**src/rtl/mult_pkg.sv**
```systemverilog
// Shared types and elaboration helpers for the digit-serial multiplier controller.
package mult_pkg;

  typedef enum logic [1:0] {
    IDLE = 2'd0,
    MUL  = 2'd1,
    DONE = 2'd2
  } state_t;

  localparam int DIGIT_W = 4;

  function automatic int digit_count(input int w);
    return w / DIGIT_W;
  endfunction

  function automatic bit legal_w(input int w);
    return (w >= 4) && (w <= 16) && ((w % DIGIT_W) == 0);
  endfunction

endpackage

```
**src/rtl/mult4_seq_ctrl_if.sv**
```systemverilog
// Operand/result handshake bundle between a source/sink and mult4_seq_ctrl.
interface mult4_seq_ctrl_if
  import mult_pkg::*;
#(
  parameter int W = 8
) ();

  // Both channels transfer on a rising edge where valid && ready; a valid
  // side keeps its payload stable until that edge, ready may change freely.
  logic           in_valid;
  logic           in_ready;
  logic [W-1:0]   in_a;
  logic [W-1:0]   in_b;
  logic           out_valid;
  logic           out_ready;
  logic [2*W-1:0] out_p;
  logic           busy;
  state_t         dbg_state;

  modport master (
    output in_valid, in_a, in_b, out_ready,
    input  in_ready, out_valid, out_p, busy, dbg_state
  );

  modport slave (
    input  in_valid, in_a, in_b, out_ready,
    output in_ready, out_valid, out_p, busy, dbg_state
  );

endinterface

```
**src/rtl/main.sv**
```systemverilog
// Combinational 4x4 unsigned multiplier core producing the exact 8-bit digit product.
module main (
    input  logic [3:0] x,
    input  logic [3:0] y,
    output logic [7:0] o
);

    assign o = {4'b0000, x} * {4'b0000, y};

endmodule

```
**src/rtl/mult4_seq_ctrl.sv**
```systemverilog
// Computes a W x W unsigned product by stepping one radix-16 digit pair per
// cycle through a single shared 4x4 core and accumulating shifted partials.
module mult4_seq_ctrl
    import mult_pkg::*;
#(
    parameter int W = 8
) (
    input  logic             clk,
    input  logic             rst_n,
    mult4_seq_ctrl_if.slave  bus
);

    localparam int D  = digit_count(W);
    localparam int IW = (D > 1) ? $clog2(D) : 1;
    localparam int PW = 2 * W;
    localparam logic [IW-1:0] LAST = IW'(D - 1);

    if (!legal_w(W)) begin : g_w_check
        $error("mult4_seq_ctrl: W must be a multiple of 4 in 4..16");
    end

    state_t          state;
    state_t          state_nx;
    logic [W-1:0]    a_r;
    logic [W-1:0]    b_r;
    logic [PW-1:0]   acc;
    logic [IW-1:0]   i_r;
    logic [IW-1:0]   j_r;
    logic            accept;
    logic            zero_op;
    logic            last_digit;
    logic [3:0]      x;
    logic [3:0]      y;
    logic [7:0]      core_o;
    logic [PW-1:0]   partial;

    assign accept     = (state == IDLE) && bus.in_valid;
    assign zero_op    = (bus.in_a == '0) || (bus.in_b == '0);
    assign last_digit = (i_r == LAST) && (j_r == LAST);

    // Digit selection and weighting of the core output by 16^(i+j).
    always_comb begin
        x       = 4'(a_r >> (DIGIT_W * int'(i_r)));
        y       = 4'(b_r >> (DIGIT_W * int'(j_r)));
        partial = PW'(core_o) << (DIGIT_W * (int'(i_r) + int'(j_r)));
    end

    main u_core (
        .x (x),
        .y (y),
        .o (core_o)
    );

    always_ff @(posedge clk or negedge rst_n) begin
        if (!rst_n) state <= IDLE;
        else        state <= state_nx;
    end

    always_comb begin
        state_nx = state;
        case (state)
            IDLE:    if (accept) state_nx = zero_op ? DONE : MUL;
            MUL:     if (last_digit) state_nx = DONE;
            DONE:    if (bus.out_ready) state_nx = IDLE;
            default: state_nx = IDLE;
        endcase
    end

    // Index walk: j is the inner digit, i the outer; both return to 0 after the last pair.
    always_ff @(posedge clk or negedge rst_n) begin
        if (!rst_n) begin
            a_r <= '0;
            b_r <= '0;
            acc <= '0;
            i_r <= '0;
            j_r <= '0;
        end else begin
            case (state)
                IDLE: begin
                    if (accept) begin
                        a_r <= bus.in_a;
                        b_r <= bus.in_b;
                        acc <= '0;
                        i_r <= '0;
                        j_r <= '0;
                    end
                end
                MUL: begin
                    acc <= acc + partial;
                    if (j_r == LAST) begin
                        j_r <= '0;
                        i_r <= (i_r == LAST) ? '0 : i_r + IW'(1);
                    end else begin
                        j_r <= j_r + IW'(1);
                    end
                end
                default: begin
                end
            endcase
        end
    end

    assign bus.in_ready  = (state == IDLE);
    assign bus.out_valid = (state == DONE);
    assign bus.busy      = (state != IDLE);
    assign bus.out_p     = acc;
    assign bus.dbg_state = state;

endmodule

```
**src/flat_wrapper.sv**
```systemverilog
// flat-port wrapper written by rule: the top's interface ports become plain ports
module mult4_seq_ctrl_flat import mult_pkg::*;
#(
    parameter int W = 8
)
  (clk, rst_n, bus_in_valid, bus_in_a, bus_in_b, bus_out_ready, bus_in_ready, bus_out_valid, bus_out_p, bus_busy, bus_dbg_state);
  mult4_seq_ctrl_if #(.W(W)) bus_i ();
  input  logic clk;
  input  logic rst_n;
  input wire logic [$bits(bus_i.in_valid)-1:0] bus_in_valid;
  input wire logic [$bits(bus_i.in_a)-1:0] bus_in_a;
  input wire logic [$bits(bus_i.in_b)-1:0] bus_in_b;
  input wire logic [$bits(bus_i.out_ready)-1:0] bus_out_ready;
  output wire logic [$bits(bus_i.in_ready)-1:0] bus_in_ready;
  output wire logic [$bits(bus_i.out_valid)-1:0] bus_out_valid;
  output wire logic [$bits(bus_i.out_p)-1:0] bus_out_p;
  output wire logic [$bits(bus_i.busy)-1:0] bus_busy;
  output wire logic [$bits(bus_i.dbg_state)-1:0] bus_dbg_state;
  assign bus_i.in_valid = bus_in_valid;
  assign bus_i.in_a = bus_in_a;
  assign bus_i.in_b = bus_in_b;
  assign bus_i.out_ready = bus_out_ready;
  assign bus_in_ready = bus_i.in_ready;
  assign bus_out_valid = bus_i.out_valid;
  assign bus_out_p = bus_i.out_p;
  assign bus_busy = bus_i.busy;
  assign bus_dbg_state = bus_i.dbg_state;
  mult4_seq_ctrl #(.W(W)) u_core (.clk(clk), .rst_n(rst_n), .bus(bus_i));
endmodule
```
**config.mk**
```make
export PLATFORM = sky130hd
export DESIGN_NAME = mult4_seq_ctrl_flat
export DESIGN_NICKNAME = d
export VERILOG_FILES = /design/src/rtl/mult_pkg.sv /design/src/rtl/mult4_seq_ctrl_if.sv /design/src/rtl/main.sv /design/src/rtl/mult4_seq_ctrl.sv /design/src/flat_wrapper.sv
export SDC_FILE = /design/constraint.sdc
export NUM_CORES = 1
export LEC_CHECK = 0
export CORE_MARGIN = 3
export CORE_UTILIZATION = 50
export DETAILED_ROUTE_END_ITERATION = 7
export GPL_TIMING_DRIVEN = 0
export HOLD_SLACK_MARGIN = 0.08
export PLACE_DENSITY = 0.76
export SLEW_MARGIN = 20
export SYNTH_ARGS = -nofsm -noshare
export SYNTH_HDL_FRONTEND = slang
export SYNTH_HIERARCHICAL = 1
export SYNTH_SLANG_ARGS = --single-unit
```
**constraint.sdc**
```tcl
create_clock -name clk -period 6.18 [get_ports clk]
set_input_delay 1.236 -clock clk [delete_from_list [all_inputs] [get_ports clk]]
set_output_delay 1.236 -clock clk [all_outputs]
set_load 0.02 [all_outputs]
```
Word-level counts from Yosys, hierarchy flattened
Cells that the tools add are included.
Storage, ports and cells
  flip-flop bits (word level): 36
  latch bits: 0
  memory bits (writable): 0
  memory bits (read-only): 0
  input port bits: 20
  output and inout bits: 21
  logic and storage cells: 45
  memories kept: 0
Cells by class
  add/sub/neg operators: 4
  multiply operators: 1
  div/mod/pow operators: 0
  magnitude comparators: 0
  equality and inequality tests: 6
  shift-type cells: 3
  muxes and demuxes: 13
  bitwise operators: 0
  reduce and logical (&&, ||, !) cells: 12
Operators with widths (count)
  $pmux 16 s2: 1
  $shl 8x32->16: 1
  $add 16x16->16: 1
  $logic_not 8->1: 2
  $mux 16: 1
  $shr 8x3->4: 2
  $mul 4x4->8: 1
  $mux 2: 4
  $ne 2x1->1 const B: 3
  $pmux 2 s3: 1
  $reduce_and 3->1: 2
  $mux 1: 4
  $pmux 1 s2: 2
  $reduce_and 2->1: 2
  $reduce_bool 2->1: 2
  $add 1x1->1 const B: 2
  $add 1x1->2: 1
  $eq 2x1->1 const B: 1
  $eq 2x2->1 const B: 1
  $logic_and 1x1->1: 2
  $logic_not 2->1: 1
  $ne 2x2->1 const B: 1
  $logic_or 1x1->1: 1

Logic depth before layout (Yosys ltp)
  depth after elaboration: 5
  gate-level depth with buffers: 20
  depth with buffers taken out: 18

Modules after synthesis
The synthesis kept the hierarchy.
By module, submodules not included
  mult4_seq_ctrl: instances 1, cells each 249, area each 2413.6 um2, sequential area each 900.9 um2
  main: instances 1, cells each 51, area each 447.9 um2, sequential area each 0.0 um2

Least setup slack after synthesis
Ideal clock, no wire load.
  kind: reg2reg
  from: register u_core.j_r
  to: register u_core.acc[13], in the netlist u_core/bus.out_p[13]
  setup time: 0.132 ns
  arrival: 4.551 ns
  data required time: 6.048 ns
  setup slack: 1.498 ns
  stages on the path, launching flop included: 20
  path buffers: 1
  period minus slack after synthesis: 4.682 ns
  cell sequence: dfrtp_1 clkbuf_1 mux2_2 nand2_1 fa_1 inv_1 fa_1 fa_1 a21o_2 a21oi_1 xnor2_1 mux2i_1 nor2_1 ha_1 a21o_2 a211oi_2 o21ai_0 a21oi_1 nor4_1 or3b_1
Between the ends
  cells in the longest elaborated chain, start to end: 5
  elaborated cells between the ends (all ways): 6
  those cells by class: add/sub (2); mul (1); shift (2); mux (1)
RTL lines
  from (decl): line mult4_seq_ctrl.sv:28  | logic [IW-1:0] j_r;
  from (signal assigned): line mult4_seq_ctrl.sv:94  | j_r <= j_r + IW'(1);
  $shr 8x3->4: line mult4_seq_ctrl.sv:44  | y = 4'(b_r >> (DIGIT_W * int'(j_r)));
  via u_core.y[3]: line mult4_seq_ctrl.sv:33  | logic [3:0] y;
  $mul 4x4->8: line main.sv:8  | assign o = {4'b0000, x} * {4'b0000, y};
  via u_core.core_o[6]: line mult4_seq_ctrl.sv:34  | logic [7:0] core_o;
  $shl 8x32->16: line mult4_seq_ctrl.sv:45  | partial = PW'(core_o) << (DIGIT_W * (int'(i_r) + int'(j_r)));
  $add 16x16->16: line mult4_seq_ctrl.sv:89  | acc <= acc + partial;
  $pmux 16 s2: line mult4_seq_ctrl.sv:78  | case (state)
  to (signal assigned): line mult4_seq_ctrl.sv:89
  to (decl): line mult4_seq_ctrl.sv:26  | logic [PW-1:0] acc;
The timed path passes the listed nets, and every way through them passes these cells.
A chain may end at the register's enable or synchronous reset.

Worst setup path after layout
Ends and elaborated chain as after synthesis.

==> impl_metrics.toml <==
[global_route]
grt_pass1_vias = 2450
grt_pass1_wl_mm = 11.31
grtUsageTotal_pct = 21.82
grt_max_degree = 25
antenna_found_initial = 0
grt-ovfl-total = 0

[placed_design]
place_inst = 411
io_buffers = 40
dpl_cell_area_sq_mm = 0.003364
hpwl_mm = 5.121
gp_congestion = 0.9381

[layout]
diodes = 0
fin_cells = 419
fin_area_sq_mm = 0.003453
drive_above_1_share_pct = 13.75
nNetsFinal = 401
syn_to_final_growth_pct = 20.68

[worst_setup_path]
slowest_stage = "fa_1"
worstPathRequired_ns = 6.35
crit_type = "register to register"
path_buf_inv = 3
start_kind = "register"
cp.arrival_ns = 5.51
endpoint_kind = "register"
critPathMaxFanout = 8
critical_path.top_delay_family = "adder cells"
critical_path.max_stage_delay_ns = 0.44
path_cells = "clkbuf_1, mux2_2, nand2_1, fa_1, inv_1, fa_1, ha_1, a211oi_1, or4b_1, o2111ai_1, mux2i_1, nor2_1, ha_1, buf_2, and4_2, o21ai_0, o21ai_0, a21oi_1, o2111ai_1, or3b_1"

[clock_network]
path_clk_slew_ns = 0.08
clk_latency_ns = 0.29
clkSinkCount = 36
h-tree-depth = 2
ctsHoldBuffers = 0
cts_buffers = 5
cts_root_buffer = "clkbuf_8"
postCtsSetupRepairBufs = 0
clock_path_buffers = 2
cts_tree = "done"
cts-resized-gates = 0

[timing]
skew_ns = 0.005656
finalSetupViolations = 0
drv_slew = 0
whs_ns = 0.5058
grt_setup_unrepaired = "no"
finalCriticalPeriod_ns = 5.339
fmax_ghz = 0.1873
slew_headroom_pct = 44.75
hold_viol = 0
finalSetupTns_ns = 0
worstMarginPinSlew_ns = 0.8270
post-route-period-util_pct = 86.40

[drt]
drt_iter0_markers = 109
drc_errors = 0
route.met3.wl_microns = 283
drt_wl_total_mm = 6.590
wl_per_cell_microns = 15.73
dr_wl_met2_mm = 3.225
antenna_left = 0
viasPerCell = 5.706
wl_met1_mm = 3.009
first_pass_iters = 4
vias = 2391
top_layer = "met4"

[run]
max_cap_violations = 0

[floorplan]
die_x_microns = 81.65
die_h_microns = 81.65
initial_core_util_pct = 53.96
core_area_sq_mm = 0.005303
num_rows = 26
dieArea_sq_mm = 0.006667
ios = 41

[yosys]
synth_edf_count = 0
synth.ff_latch_count = 36
netlist_instances = 300
synthesis.area_sq_mm = 0.002861
yosysSeqAreaShare_pct = 31.48
synthFlopType = "dfrtp_1"
synth_cell_types = 53
ys_warn_count = 6
postSynth.asyncResetShare_pct = 100.0
syn_nets = 353
synth_area_per_cell_sq_um = 9.538

[min_path]
holdCritPathClass = "register to register"

[status]
run_status = "complete, no violations"
==> worst paths after layout <==
path                          startpoint  slack [ns]                   end  depth (start not counted)
min in group asynchronous          rst_n        0.83   u_core/bus.out_p[1]                          1
max reg2reg                   u_core/j_r        0.84  u_core/bus.out_p[13]                         20
min reg2reg                u_core/b_r[2]        0.51         u_core/b_r[2]                          1
max                           u_core/j_r        0.84  u_core/bus.out_p[13]                         20
min                        u_core/b_r[2]        0.51         u_core/b_r[2]                          1
max in group asynchronous          rst_n        4.92         u_core/b_r[3]                          2
==> cell families (layout without fill, tap and decap cells) <==
logic type	count (synthesis)	in the layout	share of synthesized area, %
AO/OA/AOI/OAI	75	75	17.40
AND/OR/NAND/NOR	90	90	17.01
adder cells (fa/ha/maj)	33	33	15.74
flip-flops	36	36	31.48
multiplexers	28	28	10.84
buffers and inverters	25	74	3.542
XOR/XNOR	13	13	3.979
==> worst register-to-register path: stages, from the launching register on <==
cell and delay [ns]:
dfrtp_1 0.36, clkbuf_1 0.29, mux2_2 0.42, nand2_1 0.10
fa_1 0.41, inv_1 0.09, fa_1 0.44, ha_1 0.35
a211oi_1 0.30, or4b_1 0.17, o2111ai_1 0.15, mux2i_1 0.22
nor2_1 0.09, ha_1 0.27, buf_2 0.17, and4_2 0.25
o21ai_0 0.09, o21ai_0 0.37, a21oi_1 0.16, o2111ai_1 0.18
or3b_1 0.35
==> per-layer routing <==
layer	track usage, %	up-vias
met5	0	-
met4	6.645	0
met3	3.289	8
met2	39.33	59
met1	26.73	1137
li1	-	1187
==> flip-flops by register name, indices dropped and copies added (netlist names) <==
register and flops:
u_core/i_r 1, u_core/a_r 8, u_core/bus.out_p 16, u_core/bus.dbg_state 2, u_core/j_r 1, u_core/b_r 8
==> synth_stat cells (2+ instances only) <==
| cell type | number | area, sq um |
|---|---|---|
| nand2_1 | 24 | 90.09 |
| inv_1 | 15 | 56.30 |
| nand3b_1 | 2 | 15.01 |
| xor2_1 | 7 | 61.31 |
| and4_2 | 2 | 20.02 |
| ha_1 | 28 | 350.3 |
| nor3b_1 | 3 | 22.52 |
| nand3_1 | 2 | 10.01 |
| a31oi_1 | 3 | 18.77 |
| and3_1 | 3 | 18.77 |
| a21o_2 | 6 | 52.55 |
| a211oi_1 | 4 | 30.03 |
| nor2b_1 | 3 | 18.77 |
| fa_1 | 5 | 100.1 |
| clkbuf_1 | 6 | 22.52 |
| nand4_1 | 3 | 18.77 |
| buf_2 | 3 | 15.01 |
| a22o_1 | 5 | 43.79 |
| mux2_2 | 24 | 270.3 |
| o2111ai_1 | 2 | 17.52 |
| a21oi_1 | 16 | 80.08 |
| dfrtp_1 | 36 | 900.9 |
| o21ai_0 | 22 | 110.1 |
| mux2i_1 | 4 | 40.04 |
| nor4_1 | 3 | 18.77 |
| a21o_1 | 2 | 15.01 |
| xnor2_1 | 6 | 52.55 |
| and2_1 | 17 | 106.4 |
| o211ai_1 | 2 | 15.01 |
| or4_1 | 2 | 15.01 |
| nor2_1 | 18 | 67.56 |
==> through the flow <==
stage                     setup slack, ns  utilization, %
after floorplan                     1.498               -
after global placement             0.9958           63.17
after detailed placement           0.8919           63.45
after CTS                          0.8423           65.13
after global routing               0.4788           65.13
final                              0.8407           65.13
==> area by class of cell <==
| class | instances | area, sq um |
|---|---|---|
| inverter | 15 | 56.30 |
| clock buffer | 6 | 72.57 |
| fill | 452 | 1849 |
| tap | 70 | 87.58 |
| multi-input combinational | 239 | 1859 |
| sequential | 36 | 900.9 |
| clock inverter | 2 | 16.27 |
| timing repair buffer | 41 | 415.4 |
| buffer | 10 | 45.04 |
==> cell usage in the layout, fill, tap and decap left out, types with 2 or more instances in the layout <==
master,instances
clkdlybuf4s50_1,39
dfrtp_1,36
ha_1,28
nand2_1,24
mux2_2,24
o21ai_0,22
nor2_1,18
and2_1,17
a21oi_1,16
inv_1,15
clkbuf_1,7
xor2_1,7
a21o_2,6
xnor2_1,6
clkbuf_8,5
a22o_1,5
fa_1,5
buf_2,4
mux2i_1,4
a211oi_1,4
nor2b_1,3
nor4_1,3
nand4_1,3
a31oi_1,3
and3_1,3
nor3b_1,3
or4_1,2
and4_2,2
o211ai_1,2
nand3_1,2
nand3b_1,2
o2111ai_1,2
a21o_1,2
Power is left out: the tool's default activity adds up to more than one toggle a clock period on the data nets, which glitch-free logic cannot reach.
